==> config.mk <==
export PLATFORM = sky130hd
export DESIGN_NAME = dmem_arbiter_flat
export DESIGN_NICKNAME = d
export VERILOG_FILES = /design/src/rtl/dmem_arbiter_if.sv /design/src/rtl/dmem_arbiter.sv /design/src/flat_wrapper.sv
export SDC_FILE = /design/constraint.sdc
export NUM_CORES = 1
export LEC_CHECK = 0
export ABC_AREA = 1
export BUFFER_PORTS_ARGS = -buffer_cell sky130_fd_sc_hd__clkbuf_2
export CORE_ASPECT_RATIO = 0.75
export CORE_MARGIN = 10
export CORE_UTILIZATION = 49
export DETAILED_ROUTE_END_ITERATION = 8
export PLACE_DENSITY = 0.91
export SLEW_MARGIN = 20
export SYNTH_ARGS = -nofsm -noshare
export SYNTH_HDL_FRONTEND = slang
export SYNTH_SLANG_ARGS = --single-unit
==> constraint.sdc <==
create_clock -name clk -period 5.3 [get_ports clk]
set_input_delay 0.53 -clock clk [delete_from_list [all_inputs] [get_ports clk]]
set_output_delay 0.53 -clock clk [all_outputs]
set_load 0.05 [all_outputs]
==> src/rtl/dmem_arbiter_if.sv <==
// Bus bundle between the core port, the loader port, the arbiter and the data memory.
// Each requester holds req with stable fields until the arbiter answers with a 1-cycle gnt.
interface dmem_arbiter_if;
  // Core load/store port
  logic        c_req;
  logic        c_we;
  logic [2:0]  c_funct3;
  logic [31:0] c_addr;
  logic [31:0] c_wdata;
  logic        c_gnt;
  logic        c_rvalid;
  logic [31:0] c_rdata;
  logic        c_err;

  // Loader port
  logic        l_req;
  logic        l_we;
  logic [2:0]  l_funct3;
  logic [31:0] l_addr;
  logic [31:0] l_wdata;
  logic        l_gnt;
  logic        l_rvalid;
  logic [31:0] l_rdata;
  logic        l_err;

  // Memory pins
  logic        MemRead;
  logic        MemWrite;
  logic [2:0]  funct3;
  logic [31:0] address;
  logic [31:0] write_data;
  logic [31:0] read_data;

  modport slave (
    input  c_req, c_we, c_funct3, c_addr, c_wdata,
    output c_gnt, c_rvalid, c_rdata, c_err,
    input  l_req, l_we, l_funct3, l_addr, l_wdata,
    output l_gnt, l_rvalid, l_rdata, l_err,
    output MemRead, MemWrite, funct3, address, write_data,
    input  read_data
  );

  modport master (
    output c_req, c_we, c_funct3, c_addr, c_wdata,
    input  c_gnt, c_rvalid, c_rdata, c_err,
    output l_req, l_we, l_funct3, l_addr, l_wdata,
    input  l_gnt, l_rvalid, l_rdata, l_err,
    input  MemRead, MemWrite, funct3, address, write_data,
    output read_data
  );
endinterface

==> src/rtl/dmem_arbiter.sv <==
// Round-robin arbiter sharing one single-port data memory between the core (C) and loader (L).
// Each accepted request runs IDLE -> ACCESS -> RESP; bad requests never raise a memory strobe.
module dmem_arbiter #(
  parameter int unsigned DEPTH_BYTES = 1024
) (
  input  logic             clk,
  input  logic             rst,
  dmem_arbiter_if.slave    bus,
  output logic [1:0]       dbg_state_o
);

  typedef enum logic [1:0] {
    S_IDLE   = 2'd0,
    S_ACCESS = 2'd1,
    S_RESP   = 2'd2
  } state_t;

  localparam logic OWN_C = 1'b0;
  localparam logic OWN_L = 1'b1;

  state_t      state_q;
  logic        last_q;
  logic        owner_q;
  logic        we_q;
  logic        err_q;
  logic [2:0]  funct3_q;
  logic [31:0] addr_q;
  logic [31:0] wdata_q;
  logic        mem_read_q;
  logic        mem_write_q;
  logic        c_rvalid_q;
  logic        c_err_q;
  logic [31:0] c_rdata_q;
  logic        l_rvalid_q;
  logic        l_err_q;
  logic [31:0] l_rdata_q;

  logic        any_req;
  logic        owner_d;
  logic        we_d;
  logic [2:0]  funct3_d;
  logic [31:0] addr_d;
  logic [31:0] wdata_d;
  logic        err_d;
  logic [31:0] resp_data;

  // span = size-1; its bits double as the alignment mask for the low address bits.
  function automatic logic access_err(input logic we, input logic [2:0] f3,
                                      input logic [31:0] addr);
    logic        legal;
    logic [1:0]  span;
    logic        misalign;
    logic [32:0] top;
    legal = 1'b0;
    span  = 2'd0;
    case (f3)
      3'b000: legal = 1'b1;
      3'b001: begin legal = 1'b1; span = 2'd1; end
      3'b010: begin legal = 1'b1; span = 2'd3; end
      3'b100: legal = ~we;
      3'b101: begin legal = ~we; span = 2'd1; end
      default: legal = 1'b0;
    endcase
    misalign = |(addr[1:0] & span);
    top      = {1'b0, addr} + {31'd0, span};
    return ~legal | misalign | (top >= 33'(DEPTH_BYTES));
  endfunction

  // L wins alone, or on a tie when C was served last.
  assign any_req  = bus.c_req | bus.l_req;
  assign owner_d  = bus.l_req & (~bus.c_req | (last_q == OWN_C));
  assign we_d     = owner_d ? bus.l_we     : bus.c_we;
  assign funct3_d = owner_d ? bus.l_funct3 : bus.c_funct3;
  assign addr_d   = owner_d ? bus.l_addr   : bus.c_addr;
  assign wdata_d  = owner_d ? bus.l_wdata  : bus.c_wdata;
  assign err_d    = access_err(we_d, funct3_d, addr_d);

  assign resp_data = (we_q | err_q) ? 32'd0 : bus.read_data;

  assign bus.c_gnt = (state_q == S_IDLE) & bus.c_req & ~owner_d;
  assign bus.l_gnt = (state_q == S_IDLE) & owner_d;

  always_ff @(posedge clk or posedge rst) begin
    if (rst) begin
      state_q     <= S_IDLE;
      last_q      <= OWN_L;
      owner_q     <= OWN_C;
      we_q        <= 1'b0;
      err_q       <= 1'b0;
      funct3_q    <= 3'd0;
      addr_q      <= 32'd0;
      wdata_q     <= 32'd0;
      mem_read_q  <= 1'b0;
      mem_write_q <= 1'b0;
      c_rvalid_q  <= 1'b0;
      c_err_q     <= 1'b0;
      c_rdata_q   <= 32'd0;
      l_rvalid_q  <= 1'b0;
      l_err_q     <= 1'b0;
      l_rdata_q   <= 32'd0;
    end else begin
      case (state_q)
        S_IDLE: begin
          if (any_req) begin
            owner_q     <= owner_d;
            last_q      <= owner_d;
            we_q        <= we_d;
            funct3_q    <= funct3_d;
            addr_q      <= addr_d;
            wdata_q     <= wdata_d;
            err_q       <= err_d;
            mem_read_q  <= ~we_d & ~err_d;
            mem_write_q <= we_d & ~err_d;
            state_q     <= S_ACCESS;
          end
        end
        S_ACCESS: begin
          mem_read_q  <= 1'b0;
          mem_write_q <= 1'b0;
          if (owner_q == OWN_L) begin
            l_rvalid_q <= 1'b1;
            l_rdata_q  <= resp_data;
            l_err_q    <= err_q;
          end else begin
            c_rvalid_q <= 1'b1;
            c_rdata_q  <= resp_data;
            c_err_q    <= err_q;
          end
          state_q <= S_RESP;
        end
        S_RESP: begin
          c_rvalid_q <= 1'b0;
          c_err_q    <= 1'b0;
          c_rdata_q  <= 32'd0;
          l_rvalid_q <= 1'b0;
          l_err_q    <= 1'b0;
          l_rdata_q  <= 32'd0;
          state_q    <= S_IDLE;
        end
        default: state_q <= S_IDLE;
      endcase
    end
  end

  assign bus.c_rvalid   = c_rvalid_q;
  assign bus.c_rdata    = c_rdata_q;
  assign bus.c_err      = c_err_q;
  assign bus.l_rvalid   = l_rvalid_q;
  assign bus.l_rdata    = l_rdata_q;
  assign bus.l_err      = l_err_q;
  assign bus.MemRead    = mem_read_q;
  assign bus.MemWrite   = mem_write_q;
  assign bus.funct3     = funct3_q;
  assign bus.address    = addr_q;
  assign bus.write_data = wdata_q;
  assign dbg_state_o    = state_q;

endmodule

==> src/flat_wrapper.sv <==
// flat-port wrapper written by rule: the top's interface ports become plain ports
module dmem_arbiter_flat 
#(
  parameter int unsigned DEPTH_BYTES = 1024
)
  (clk, rst, dbg_state_o, bus_c_req, bus_c_we, bus_c_funct3, bus_c_addr, bus_c_wdata, bus_c_gnt, bus_c_rvalid, bus_c_rdata, bus_c_err, bus_l_req, bus_l_we, bus_l_funct3, bus_l_addr, bus_l_wdata, bus_l_gnt, bus_l_rvalid, bus_l_rdata, bus_l_err, bus_MemRead, bus_MemWrite, bus_funct3, bus_address, bus_write_data, bus_read_data);
  dmem_arbiter_if bus_i ();
  input  logic clk;
  input  logic rst;
  output logic [1:0] dbg_state_o;
  input wire logic [$bits(bus_i.c_req)-1:0] bus_c_req;
  input wire logic [$bits(bus_i.c_we)-1:0] bus_c_we;
  input wire logic [$bits(bus_i.c_funct3)-1:0] bus_c_funct3;
  input wire logic [$bits(bus_i.c_addr)-1:0] bus_c_addr;
  input wire logic [$bits(bus_i.c_wdata)-1:0] bus_c_wdata;
  output wire logic [$bits(bus_i.c_gnt)-1:0] bus_c_gnt;
  output wire logic [$bits(bus_i.c_rvalid)-1:0] bus_c_rvalid;
  output wire logic [$bits(bus_i.c_rdata)-1:0] bus_c_rdata;
  output wire logic [$bits(bus_i.c_err)-1:0] bus_c_err;
  input wire logic [$bits(bus_i.l_req)-1:0] bus_l_req;
  input wire logic [$bits(bus_i.l_we)-1:0] bus_l_we;
  input wire logic [$bits(bus_i.l_funct3)-1:0] bus_l_funct3;
  input wire logic [$bits(bus_i.l_addr)-1:0] bus_l_addr;
  input wire logic [$bits(bus_i.l_wdata)-1:0] bus_l_wdata;
  output wire logic [$bits(bus_i.l_gnt)-1:0] bus_l_gnt;
  output wire logic [$bits(bus_i.l_rvalid)-1:0] bus_l_rvalid;
  output wire logic [$bits(bus_i.l_rdata)-1:0] bus_l_rdata;
  output wire logic [$bits(bus_i.l_err)-1:0] bus_l_err;
  output wire logic [$bits(bus_i.MemRead)-1:0] bus_MemRead;
  output wire logic [$bits(bus_i.MemWrite)-1:0] bus_MemWrite;
  output wire logic [$bits(bus_i.funct3)-1:0] bus_funct3;
  output wire logic [$bits(bus_i.address)-1:0] bus_address;
  output wire logic [$bits(bus_i.write_data)-1:0] bus_write_data;
  input wire logic [$bits(bus_i.read_data)-1:0] bus_read_data;
  assign bus_i.c_req = bus_c_req;
  assign bus_i.c_we = bus_c_we;
  assign bus_i.c_funct3 = bus_c_funct3;
  assign bus_i.c_addr = bus_c_addr;
  assign bus_i.c_wdata = bus_c_wdata;
  assign bus_c_gnt = bus_i.c_gnt;
  assign bus_c_rvalid = bus_i.c_rvalid;
  assign bus_c_rdata = bus_i.c_rdata;
  assign bus_c_err = bus_i.c_err;
  assign bus_i.l_req = bus_l_req;
  assign bus_i.l_we = bus_l_we;
  assign bus_i.l_funct3 = bus_l_funct3;
  assign bus_i.l_addr = bus_l_addr;
  assign bus_i.l_wdata = bus_l_wdata;
  assign bus_l_gnt = bus_i.l_gnt;
  assign bus_l_rvalid = bus_i.l_rvalid;
  assign bus_l_rdata = bus_i.l_rdata;
  assign bus_l_err = bus_i.l_err;
  assign bus_MemRead = bus_i.MemRead;
  assign bus_MemWrite = bus_i.MemWrite;
  assign bus_funct3 = bus_i.funct3;
  assign bus_address = bus_i.address;
  assign bus_write_data = bus_i.write_data;
  assign bus_i.read_data = bus_read_data;
  dmem_arbiter #(.DEPTH_BYTES(DEPTH_BYTES)) u_core (.clk(clk), .rst(rst), .bus(bus_i), .dbg_state_o(dbg_state_o));
endmodule
== Word-level counts from Yosys, hierarchy flattened ==
Cells that the tools add are included.
Operators by class
  eq/ne operators: 9
  bitwise gates (word level): 18
  magnitude comparators: 1
  reduce and logical (&&, ||, !) cells: 12
  add/subtract/negate cells: 1
  mux-type cells: 25
Operator list (number)
  $mux 32: 5
  $pmux 32 s2: 2
  $add 32x2->33: 1
  $ge 33x11->1 const B: 1
  $pmux 1 s2: 7
  $pmux 2 s2: 2
  $reduce_and 2->1: 4
  $mux 1: 7
  $and 1x1->1: 6
  $eq 3x3->1 const B: 2
  $not 1->1: 6
  $reduce_or 2->1: 3
  $or 1x1->1: 5
  $ne 2x1->1 const B: 2
  $reduce_bool 2->1: 2
  $eq 3x1->1 const B: 1
  $eq 3x2->1 const B: 1
  $logic_not 3->1: 1
  $mux 3: 1
  $reduce_or 3->1: 1
  $and 2x2->2: 1
  $eq 2x1->1 const B: 1
  $eq 2x2->1 const B: 1
  $logic_not 2->1: 1
  other kinds (2): 2
Storage, ports and cells
  bits of input ports: 172
  register bits: 143
  logic and storage cells: 82
  output and inout bits: 141

== Depth between registers and ports, before layout ==
Gate-level depths: netlist of run 1.
  depth in word-level cells: 15
  gate-level depth with buffers: 29
  depth with buffers taken out: 27

== Worst setup path before layout of run 1 ==
Ideal clock, no wire load.
  path kind: register to register
  start point: reg u_core.last_q
  end point: reg u_core.err_q
  stages on the path, launching flop included: 26
  slack: 1.756 ns
  arrival: 3.427 ns
  path buffers: 4
  required time: 5.183 ns
  clock period less this slack: 3.544 ns
  cells stage by stage: dfstp_2 > nand2_2 > nand2_4 > buf_6 > buf_2 > buf_2 > buf_1 > nand2_1 > nand2_1 > ha_1 > inv_1 > fa_1 > inv_1 > nand3_1 > nor2_2 > nand2_1 > nor2_4 > nand2_1 > nand2_1 > nand2_1 > nor2_1 > nand2_1 > nor3_2 > nand2_1 > nand2_1 > nand2_1
Between the ends
  elaborated cells on any way between the ends: 24
RTL lines
  start, declared: RTL line dmem_arbiter.sv:22  | logic last_q;
  start signal, assigned: RTL line dmem_arbiter.sv:106  | last_q <= owner_d;
  $not 1->1 *: RTL line dmem_arbiter.sv:71  | assign owner_d = bus.l_req & (~bus.c_req | (last_q == OWN_C));
  $or 1x1->1 *: RTL line dmem_arbiter.sv:71
  $and 1x1->1 *: RTL line dmem_arbiter.sv:71
  $mux 32 *: RTL line dmem_arbiter.sv:74  | assign addr_d = owner_d ? bus.l_addr : bus.c_addr;
  named net u_core.addr_d[0]: RTL line dmem_arbiter.sv:42  | logic [31:0] addr_d;
  branches (longest 3 deep; another with $add 32x2->33)
  $or 1x1->1 *: RTL line dmem_arbiter.sv:66  | return ~legal | misalign | (top >= 33'(DEPTH_BYTES));
  end signal, assigned: RTL line dmem_arbiter.sv:111  | err_q <= err_d;
  end, declared: RTL line dmem_arbiter.sv:25  | logic err_q;
Mark *: on every way through the listed nets, which the timed path passes.
A chain may end at the register's enable or synchronous reset.

== Worst setup path in the final report of run 1 ==
  start point: reg u_core.last_q
  end point: reg u_core.err_q
Between the ends
  cells in the longest elaborated chain, start to end: 11
  elaborated cells on any way between the ends: 24
RTL lines (RTL line)
  $not 1->1 *: dmem_arbiter.sv:71
  $or 1x1->1 *: dmem_arbiter.sv:71
  $and 1x1->1 *: dmem_arbiter.sv:71
  branches (longest 7 deep; another with $add 32x2->33)
  $or 1x1->1 *: dmem_arbiter.sv:66
Every way passes the cells marked *.

==> results.yml, run 1 <==
power:
  power_density_nw_per_um2: 682
  power_switching_uw: 3750
  p_total_uw: 6770
  swShare: 0.553
  total_leakage_power_uw: 0.00536
  internal_power_uw: 3030
  pwr-share-seq: 0.276
  power.combinational.fraction: 0.547
  share_clk_of_total_power: 0.177
  peakVddDrop_v: 0.000362
drt:
  wl_met3_um: 2900
  drt_pre_antenna_iters: 5
  drc: 0
  final_antenna_net_count: 0
  viasPerCell: 5.36
  met2WireLength_um: 13200
  initial_drt_markers: 837
  met1Wirelength_um: 11200
  routed_wl_um: 27900
  top_layer: "met4"
  number_of_vias_after_detailed_routing: 8331
  avgRoutedWirePerCell_um: 17.9
clock_network:
  tritoncts.num_buffers: 17
  cts_setup_buffers: 0
  clk_latency_ns: 0.43
  cts.root.buffer_cell: "sky130_fd_sc_hd__clkbuf_16"
  cts_resized: 0
  cts.sinks: 143
  path_clk_slew_ns: 0.07
  cts_max_level: 4
  clock_path_buffers: 2
  cts-hold-fix-buffers: 0
  tritoncts_clock_tree: "yes"
finish:
  final_nets: 1510
  area_growth_syn_to_layout_pct: 28.7
  drive_above_1_share: 0.297
  final_common_cell: "sky130_fd_sc_hd__nand2_1"
  count_of_filler_cells_inserted_in_the_layout: 1333
  insertedDiodeCount: 0
  final_cell_mix: "sky130_fd_sc_hd__nand2_1, sky130_fd_sc_hd__clkbuf_2, sky130_fd_sc_hd__o21ai_0"
yosys:
  syn_std_cell_area_um2: 7710
  seq_area_frac_synth: 0.464
  syn-num-nets: 1228
  most_used_flip_flop_cell_after_synthesis: "sky130_fd_sc_hd__dfrtp_1"
  ys_types: 35
  synthesis.yosys.warnings: 0
  avgSynthCellArea_um2: 7.33
  synth_enable_flop_cells: 0
  synth_seq_cells: 143
  asyncSetResetFlopFracSynth: 1.00
  synth_cells: 1053
worst_setup_path:
  worst_ep_arrival_time_ns: 4.75
  reg2reg_slack_ns: 0.85
  crit_path_start_kind: "flip-flop"
  critical_path.max_fanout: 57
  cp_common_cell: "sky130_fd_sc_hd__nand2_1"
  cp.depth: 25
  timing.rr.start: "u_core.last_q$_DFFE_PP1P_"
  critical_path.top_delay_family: "simple AND/OR/NAND/NOR gates"
  crit_buf_inv: 4
  path_depth_of_the_worst_reg2reg_path: 25
  r2r-end: "u_core.err_q$_DFFE_PP0P_"
  critical-path-max-stage-delay_ns: 0.54
  worst_ep_required_time_ns: 5.61
  worstSetupPathType: "reg -> reg"
  crit_path_top_delay_cell: "sky130_fd_sc_hd__dfstp_2"
  worst_setup_path_end_kind: "flip-flop"
grt:
  globalRouteOverflowTotal: 0
  initial_antenna_violation_count: 0
  grt_first_pass_wirelength_um: 42600
  grt_pass1_vias: 7976
  grt_max_degree: 92
  globalRouteTotalUtil: 0.252
place:
  dp.final_hpwl_um: 21200
  pre_cts_ws_ns: 0.828
  place_congestion: 0.957
  placement.io_buffers: 312
sta:
  maxClockFrequency_ghz: 0.225
  finalHoldViolations: 0
  worst_slack_ns: 0.853
  worst_slew_pin_slew_ns: 0.963
  tcrit_tclk_final: 0.839
  drv_slew: 0
  setup_repair_after_global_routing_missed_its_margin: "no"
  period_needed_ns: 4.45
  finClkSkew_ns: 0.0138
  relSlewSlack: 0.356
  setup_violations: 0
  final.setup.tns_ns: 0
die:
  core-area_um2: 15300
  std_cell_rows: 39
  floorplan_die_area_um2: 21200
  design.portCount: 313
  floorplan.initialDensity: 0.503
  floorplan.die.height_um: 129
  die_width_um: 165
status:
  status: "finished, final reports clean"
min_path:
  worst_hold_path_type: "in -> async"
flow_run:
  max_cap_viols: 0
[cell families after synthesis]
| kind of cell | after synthesis | synth area share |
|---|---|---|
| muxes | 10 | 0.0146 |
| DFF | 143 | 0.464 |
| xor gates and xnor gates | 1 | 0.00114 |
| adders and majority gates | 3 | 0.00584 |
| AOI/OAI and AO/OA | 174 | 0.115 |
| and+or+nand+nor | 601 | 0.332 |
| buffers and inverters | 121 | 0.0668 |
[area by class of cell]
cell class                 instances  area (µm²)  area share
clock buffer                      20         467      0.0470
timing repair buffer             321        1630       0.164
clock inverter                    12         123      0.0124
inverter                          63         241      0.0243
multi-input combinational        789        3630       0.366
sequential                       143        3580       0.361
tap                              205         256      0.0258
[synth_stat cells, types with 3 or more instances]
master / number / area [µm²]
sky130_fd_sc_hd__buf_1: 6 / 22.5
sky130_fd_sc_hd__o21ai_0: 158 / 791
sky130_fd_sc_hd__nand3b_1: 16 / 120
sky130_fd_sc_hd__clkbuf_1: 36 / 135
sky130_fd_sc_hd__buf_2: 7 / 35.0
sky130_fd_sc_hd__nor2_1: 101 / 379
sky130_fd_sc_hd__inv_2: 4 / 15.0
sky130_fd_sc_hd__dfrtp_1: 142 / 3550
sky130_fd_sc_hd__buf_6: 5 / 56.3
sky130_fd_sc_hd__o21ai_1: 7 / 35.0
sky130_fd_sc_hd__nand2_1: 347 / 1300
sky130_fd_sc_hd__or2_2: 3 / 18.8
sky130_fd_sc_hd__buf_4: 4 / 30.0
sky130_fd_sc_hd__nor2_2: 12 / 75.1
sky130_fd_sc_hd__inv_1: 59 / 221
sky130_fd_sc_hd__a31oi_1: 3 / 18.8
sky130_fd_sc_hd__mux2_2: 10 / 113
sky130_fd_sc_hd__nor2_4: 3 / 33.8
sky130_fd_sc_hd__nand4_1: 4 / 25.0
sky130_fd_sc_hd__nand3_1: 105 / 526
[how the worst max path moves through the flow]
stage	startpoint	end	slack [ns]
after floorplan	rst	u_core.bus.MemRead$_DFFE_PP0P_	0.93
after global placement	bus_c_req	u_core.err_q$_DFFE_PP0P_	1.00
after detailed placement	bus_c_req	u_core.err_q$_DFFE_PP0P_	0.83
after CTS	u_core.last_q$_DFFE_PP1P_	u_core.err_q$_DFFE_PP0P_	0.91
after global routing	u_core.last_q$_DFFE_PP1P_	u_core.err_q$_DFFE_PP0P_	0.38
final	u_core.last_q$_DFFE_PP1P_	u_core.err_q$_DFFE_PP0P_	0.85
[flip-flops by register name (all words and copies together) (netlist names)]
register               count
u_core.bus.MemRead         1
u_core.bus.l_rdata        32
u_core.bus.l_rvalid        1
u_core.bus.funct3          3
u_core.last_q              1
u_core.bus.l_err           1
u_core.owner_q             1
u_core.err_q               1
u_core.dbg_state_o         2
u_core.bus.address        32
u_core.we_q                1
u_core.bus.c_rvalid        1
u_core.bus.write_data     32
u_core.bus.MemWrite        1
u_core.bus.c_rdata        32
u_core.bus.c_err           1
[layer usage]
metal / up-vias / GRT usage
met4: 0 / 0.0691
met3: 52 / 0.0793
met2: 447 / 0.409
li1: 3970 / -
met1: 3862 / 0.319
met5: - / 0
[metrics by stage]
stage / area, µm² / std cells / util / hold WS (ns)
4_1_cts: 9930 / 1553 / 0.648 / 0.299
2_1_floorplan: 7710 / 1053 / - / 0.443
3_3_place_gp: 9340 / 1521 / 0.610 / 0.459
3_5_place_dp: 9340 / 1521 / 0.610 / 0.473
5_1_grt: 9930 / 1553 / 0.648 / 0.329
6_report: 9930 / 1553 / 0.648 / 0.254
[worst register-to-register path: cells and delay by family, from the launching register on]
| family | cells | cell delay [ns] |
|---|---|---|
| buffers and inverters | 4 | 0.59 |
| AND/OR/NAND/NOR | 17 | 2.17 |
| flip-flops | 1 | 0.54 |
| adder cells (fa/ha/maj) | 2 | 0.66 |
| AO/OA/AOI/OAI | 2 | 0.38 |
[power groups by stage]
stage          clock [µW]  combinational, µW  sequential [µW]
2_1_floorplan           0               1090             3480
3_3_place_gp            0               3650             1840
3_5_place_dp            0               3700             1870
4_1_cts              1210               3720             1860
5_1_grt              1260               3940             1920
6_report             1200               3710             1870
No activity file was read; power rests on OpenSTA's default activity.
==> run 2, diff against run 1 <==
- ABC_AREA: 1 -> 0
- clock period: 5.3 -> 4.5 ns (I/O delays scaled with it)
==> run 2 against run 1 <==
Effect of this change: power is 7.2% lower; register-to-register slack got worse by 0.61 ns; utilization hardly changed; critical path depth down 9; synthesized cell count is 18% lower; non-clock buffer count is 1 higher; final cell count is 12% lower; largest cell class unchanged; highest routed layer unchanged.
==> results.yml, run 2 <==
status:
  status: "finished, final reports clean"
yosys:
  synth_top_area_cells: "sky130_fd_sc_hd__dfrtp_1, sky130_fd_sc_hd__nand2_1, sky130_fd_sc_hd__nand3_1"
  syn-num-nets: 1038
  asyncSetResetFlopFracSynth: 1.00
  synth.largest_area_cell: "sky130_fd_sc_hd__dfrtp_1"
  syn_std_cell_area_um2: 7540
  synth.most_common_cell: "sky130_fd_sc_hd__nand2_1"
  seq_area_frac_synth: 0.475
  synthTopCellsByCount: "sky130_fd_sc_hd__nand2_1, sky130_fd_sc_hd__dfrtp_1, sky130_fd_sc_hd__nand3_1, sky130_fd_sc_hd__o21ai_0, sky130_fd_sc_hd__nor2_1"
  synth_seq_cells: 143
  most_used_flip_flop_cell_after_synthesis: "sky130_fd_sc_hd__dfrtp_1"
  ys_types: 65
  synth_cells: 863
  synthesis.yosys.warnings: 0
  avgSynthCellArea_um2: 8.74
  synth_enable_flop_cells: 0
  area_share_of_the_largest_cell_type_after_synthesis: 0.471
power:
  total_leakage_power_uw: 0.00475
  power_density_nw_per_um2: 640
  peakVddDrop_v: 0.000391
worst_setup_path:
  crit_path_top_delay_cell: "sky130_fd_sc_hd__dfstp_2"
  worst_ep_required_time_ns: 4.86
  crit_path_cell_trace: "a21bo_4 > mux2i_1 > inv_1 > o21ai_0 > ha_1 > inv_1 > fa_1 > buf_4 > nand2b_1 > nor3_1 > xnor2_1 > o221ai_1 > nor4b_2 > nand4_1 > nor4_4 > a32o_1"
  crit_path_start_kind: "flip-flop"
  cp_common_cell: "sky130_fd_sc_hd__inv_1"
  worst_ep_arrival_time_ns: 4.62
  critical-path-max-stage-delay_ns: 0.59
  critical_path.max_fanout: 11
  path_depth_of_the_worst_reg2reg_path: 16
  timing.rr.start: "u_core.last_q$_DFFE_PP1P_"
  worst_setup_path_end_kind: "flip-flop"
  reg2reg_slack_ns: 0.24
  r2r-end: "u_core.bus.MemWrite$_DFFE_PP0P_"
  worstSetupPathType: "reg -> reg"
drt:
  initial_drt_markers: 981
  avgRoutedWirePerCell_um: 19.9
  final_antenna_net_count: 0
  drc: 0
  number_of_vias_after_detailed_routing: 7853
  drt_pre_antenna_iters: 5
  routed_wl_um: 27100
  viasPerCell: 5.77
clock_network:
  cts_resized: 0
  cts_max_level: 4
  cts-hold-fix-buffers: 0
  path_clk_slew_ns: 0.07
  tritoncts_clock_tree: "yes"
  tritoncts.num_buffers: 17
  cts.sinks: 143
  cts_setup_buffers: 0
  cts.root.buffer_cell: "sky130_fd_sc_hd__clkbuf_16"
  clock_path_buffers: 2
  clk_latency_ns: 0.43
grt:
  grt_pass1_vias: 7518
  grt_first_pass_wirelength_um: 41900
  initial_antenna_violation_count: 0
  grt_max_degree: 112
  globalRouteOverflowTotal: 0
  globalRouteTotalUtil: 0.250
sta:
  maxClockFrequency_ghz: 0.235
  drv_slew: 0
  setup_repair_after_global_routing_missed_its_margin: "no"
  period_needed_ns: 4.26
  finalHoldViolations: 0
  final.setup.tns_ns: 0
  worst_slew_pin_slew_ns: 1.07
  setup_violations: 0
  relSlewSlack: 0.286
  worst_slack_ns: 0.241
  finClkSkew_ns: 0.00930
  tcrit_tclk_final: 0.946
finish:
  drive_above_1_share: 0.334
  insertedDiodeCount: 0
  final_cell_mix: "sky130_fd_sc_hd__clkbuf_2, sky130_fd_sc_hd__nand2_1, sky130_fd_sc_hd__dfrtp_1"
  final_common_cell: "sky130_fd_sc_hd__clkbuf_2"
  area_growth_syn_to_layout_pct: 30.4
  count_of_filler_cells_inserted_in_the_layout: 1227
  multi_input_area_um2: 3700
  seq_area_um2: 3580
  final_nets: 1319
die:
  std_cell_rows: 39
  die_width_um: 163
  core-area_um2: 15200
  floorplan.initialDensity: 0.497
  floorplan.die.height_um: 127
  design.portCount: 313
  floorplan_die_area_um2: 20800
place:
  pre_cts_ws_ns: 0.256
  placement.io_buffers: 312
  place_congestion: 0.965
  dp.final_hpwl_um: 20500
flow_run:
  max_cap_viols: 0
min_path:
  worst_hold_path_type: "in -> async"
[run 2: cell types whose count changed in the layout (fill, tap and decap cells not counted), moves of 12 or more]
cell and delta:
sky130_fd_sc_hd__inv_1 -51, sky130_fd_sc_hd__nor2_1 -40, sky130_fd_sc_hd__nand2_1 -159, sky130_fd_sc_hd__nand3b_1 -14
sky130_fd_sc_hd__a31oi_1 +39, sky130_fd_sc_hd__o21ai_0 -77, sky130_fd_sc_hd__a21oi_1 +17, sky130_fd_sc_hd__nand4_1 +15
sky130_fd_sc_hd__mux2i_1 +31, sky130_fd_sc_hd__nor2_2 -12, sky130_fd_sc_hd__nand3_1 -23
[run 2: how the worst max path moves through the flow]
stage | from | end | slack [ns] | cells after the start
after detailed placement | bus_l_req | u_core.bus.MemRead$_DFFE_PP0P_ | 0.26 | 16
after CTS | u_core.last_q$_DFFE_PP1P_ | u_core.bus.MemWrite$_DFFE_PP0P_ | 0.28 | 16
after global routing | u_core.last_q$_DFFE_PP1P_ | u_core.bus.MemWrite$_DFFE_PP0P_ | 0.001 | 16
final | u_core.last_q$_DFFE_PP1P_ | u_core.bus.MemWrite$_DFFE_PP0P_ | 0.24 | 16
after global placement | bus_c_req | u_core.bus.MemRead$_DFFE_PP0P_ | 0.42 | 18
after floorplan | bus_l_req | u_core.bus.MemRead$_DFFE_PP0P_ | 0.12 | 17
[run 2: kinds of logic after synthesis]
family / Yosys count / share of synthesized area
fa+ha+maj: 3 / 0.00597
mux: 42 / 0.0581
buf+inv: 69 / 0.0417
xor+xnor: 13 / 0.0151
flops: 143 / 0.475
compound gates: 187 / 0.154
simple gates: 406 / 0.250
[run 2: cell type report]
cell class	count	area share
Inverter	9	0.00395
Tap cell	205	0.0261
Clock inverter	15	0.0199
Clock buffer	17	0.0433
Multi-Input combinational cell	651	0.376
Sequential cell	143	0.364
Timing Repair Buffer	322	0.167
[run 2: power breakdown]
part	switching, µW	total, µW	leakage (µW)	internal [µW]
registers	226	1870	0.00182	1640
logic	2310	2950	0.00263	636
clock network	623	1470	0.000301	848
total	3160	6290	0.00475	3120
[run 2: per-layer routing]
layer	wire [µm]	GRT usage	up-vias
met5	0	0	-
met3	3230	0.0866	54
met2	12900	0.404	486
met1	10300	0.306	3665
met4	694	0.0852	0
li1	-	-	3648
[run 2: through the flow]
step	hold slack [ns]	total power, µW	instances	area, µm²	util
CTS	0.246	6300	1362	9800	0.646
detailed placement	0.464	4820	1330	9180	0.605
global route	0.252	6600	1362	9830	0.648
global placement	0.460	4760	1330	9180	0.605
floorplan	0.451	4010	863	7540	-
finish	0.240	6290	1362	9830	0.648
[run 2: worst max-delay path: cells and delay by family, from the launching register on]
kind	cells	cell delay, ns
AND/OR/NAND/NOR	5	1.27
XOR/XNOR	1	0.16
flip-flops	1	0.59
adder cells (fa/ha/maj)	2	0.78
multiplexers	1	0.25
AO/OA/AOI/OAI	4	0.75
buffers and inverters	3	0.38
==> run 3, diff against run 2 <==
- CORE_MARGIN: 10 -> unset
- CTS_BUF_LIST: unset -> sky130_fd_sc_hd__clkbuf_16
==> run 3 against run 2 <==
Effect of this change: cell area fell by 0.20%; via count fell by 1.5%; sequential share of layout area rose by 0.074 points; largest power group unchanged; setup slack improved by 0.071 ns.
==> results.yml, run 3 (synthesis results as in run 2) <==
status:
  status: "finished, final reports clean"
die:
  floorplan.initialDensity: 0.511
  design.portCount: 313
  floorplan.die.height_um: 109
  std_cell_rows: 38
  floorplan_die_area_um2: 15900
  core-area_um2: 14700
  die_width_um: 145
grt:
  globalRouteTotalUtil: 0.313
  globalRouteOverflowTotal: 0
  grt_max_degree: 93
  grt_first_pass_wirelength_um: 38700
  grt_pass1_vias: 7369
  initial_antenna_violation_count: 0
place:
  place_congestion: 0.953
  dp.final_hpwl_um: 18100
  place_area_um2: 9190
  placement.io_buffers: 312
  placedCellCount: 1326
drt:
  routed_wl_um: 24500
  viasPerCell: 5.70
  drc: 0
  initial_drt_markers: 608
  avgRoutedWirePerCell_um: 18.1
  drt_pre_antenna_iters: 6
  final_antenna_net_count: 0
  number_of_vias_after_detailed_routing: 7732
sta:
  period_needed_ns: 4.19
  drv_slew: 0
  worst_slew_pin_slew_ns: 1.10
  relSlewSlack: 0.266
  maxClockFrequency_ghz: 0.239
  setup_violations: 0
  setup_repair_after_global_routing_missed_its_margin: "no"
  final.setup.tns_ns: 0
  finalHoldViolations: 0
  tcrit_tclk_final: 0.931
  finClkSkew_ns: 0.0107
worst_setup_path:
  critical_path.max_fanout: 36
  path_depth_of_the_worst_reg2reg_path: 14
  timing.rr.start: "u_core.last_q$_DFFE_PP1P_"
  reg2reg_slack_ns: 0.31
  critical_path.top_delay_family: "simple AND/OR/NAND/NOR gates"
  cp-startpoint: "u_core.last_q$_DFFE_PP1P_"
  worst_ep_arrival_time_ns: 4.54
  cp.depth: 14
  worst_ep_required_time_ns: 4.85
  cp-endpoint: "u_core.bus.MemRead$_DFFE_PP0P_"
  crit_path_start_kind: "flip-flop"
  worstSetupPathType: "reg -> reg"
  crit_path_cell_trace: "a21bo_4 > buf_4 > nand2_1 > nand2_1 > ha_1 > inv_1 > fa_1 > nor4_2 > o22ai_1 > or3_1 > xnor2_1 > nand4_1 > nor4_2 > a32o_1"
  critical-path-max-stage-delay_ns: 0.59
  crit_path_top_delay_cell: "sky130_fd_sc_hd__dfstp_2"
  r2r-end: "u_core.bus.MemRead$_DFFE_PP0P_"
  crit_buf_inv: 2
  worst_setup_path_end_kind: "flip-flop"
power:
  total_leakage_power_uw: 0.00474
  power_density_nw_per_um2: 641
  p_total_uw: 6290
  peakVddDrop_v: 0.000437
finish:
  drive_above_1_share: 0.332
  finalNonFillerCells: 1357
  postLayoutCellArea_um2: 9810
  final_nets: 1320
  multi_input_area_um2: 3680
  area_growth_syn_to_layout_pct: 30.1
  final_cell_mix: "sky130_fd_sc_hd__clkbuf_2, sky130_fd_sc_hd__nand2_1, sky130_fd_sc_hd__dfrtp_1"
  insertedDiodeCount: 0
  count_of_filler_cells_inserted_in_the_layout: 1164
  final_common_cell: "sky130_fd_sc_hd__clkbuf_2"
  seq_area_um2: 3580
clock_network:
  path_clk_slew_ns: 0.06
  cts_setup_buffers: 0
  clk_latency_ns: 0.42
  clock_path_buffers: 2
  tritoncts_clock_tree: "yes"
  tritoncts.num_buffers: 17
  cts.sinks: 143
  cts_max_level: 4
  cts.root.buffer_cell: "sky130_fd_sc_hd__clkbuf_16"
flow_run:
  max_cap_viols: 0
min_path:
  worst_hold_path_type: "in -> async"
## run 3: changes by cell type in the layout (fill, tap and decap cells not counted), sizes merged
cell	delta
inv	-6
bufinv	+2
buf	+1
clkinvlp	+1
clkinv	+2
## run 3: worst min path at each step
stage	start	to	slack, ns	cells past startpoint
6_report	rst	u_core.bus.l_rdata[10]$_DFFE_PP0P_	0.19	2
5_1_grt	rst	u_core.bus.l_rvalid$_DFFE_PP0P_	0.26	2
4_1_cts	rst	u_core.bus.write_data[19]$_DFFE_PP0P_	0.22	2
3_5_place_dp	u_core.bus.address[25]$_DFFE_PP0P_	u_core.bus.address[25]$_DFFE_PP0P_	0.47	2
3_3_place_gp	u_core.bus.c_rvalid$_DFFE_PP0P_	u_core.bus.c_rvalid$_DFFE_PP0P_	0.46	2
2_1_floorplan	u_core.we_q$_DFFE_PP0P_	u_core.we_q$_DFFE_PP0P_	0.45	2
## run 3: layout make-up
cell class	count	area share
Clock buffer	17	0.0434
Clock inverter	14	0.0195
Inverter	9	0.00395
Multi-Input combinational cell	651	0.375
Sequential cell	143	0.365
Tap cell	200	0.0255
Timing Repair Buffer	323	0.168
## run 3: report_power, final
| group | leakage (µW) | internal [µW] | switching (µW) |
|---|---|---|---|
| Sequential | 0.00182 | 1640 | 218 |
| Clock | 0.000299 | 925 | 561 |
| Combinational | 0.00262 | 632 | 2310 |
## run 3: through the flow
step / setup WS, ns / utilization / hold slack (ns)
floorplan: 0.116 / - / 0.451
global placement: 0.343 / 0.623 / 0.461
detailed placement: 0.247 / 0.623 / 0.474
CTS: 0.314 / 0.665 / 0.219
global route: 0.00822 / 0.665 / 0.265
finish: 0.312 / 0.665 / 0.188
## run 3: repair_timing
item	4_1_cts	5_1_grt
setup endpoints to repair	0	3
gates resized for setup	0	1
hold buffers	0	0
## run 3: metal layers
metal  vias to the layer above  GRT usage  wire length [µm]
met4                         0      0.124               726
met5                         -          0                 0
met3                        50     0.0747              1930
met1                      3648      0.408             10300
li1                       3652          -                 -
met2                       382      0.510             11500
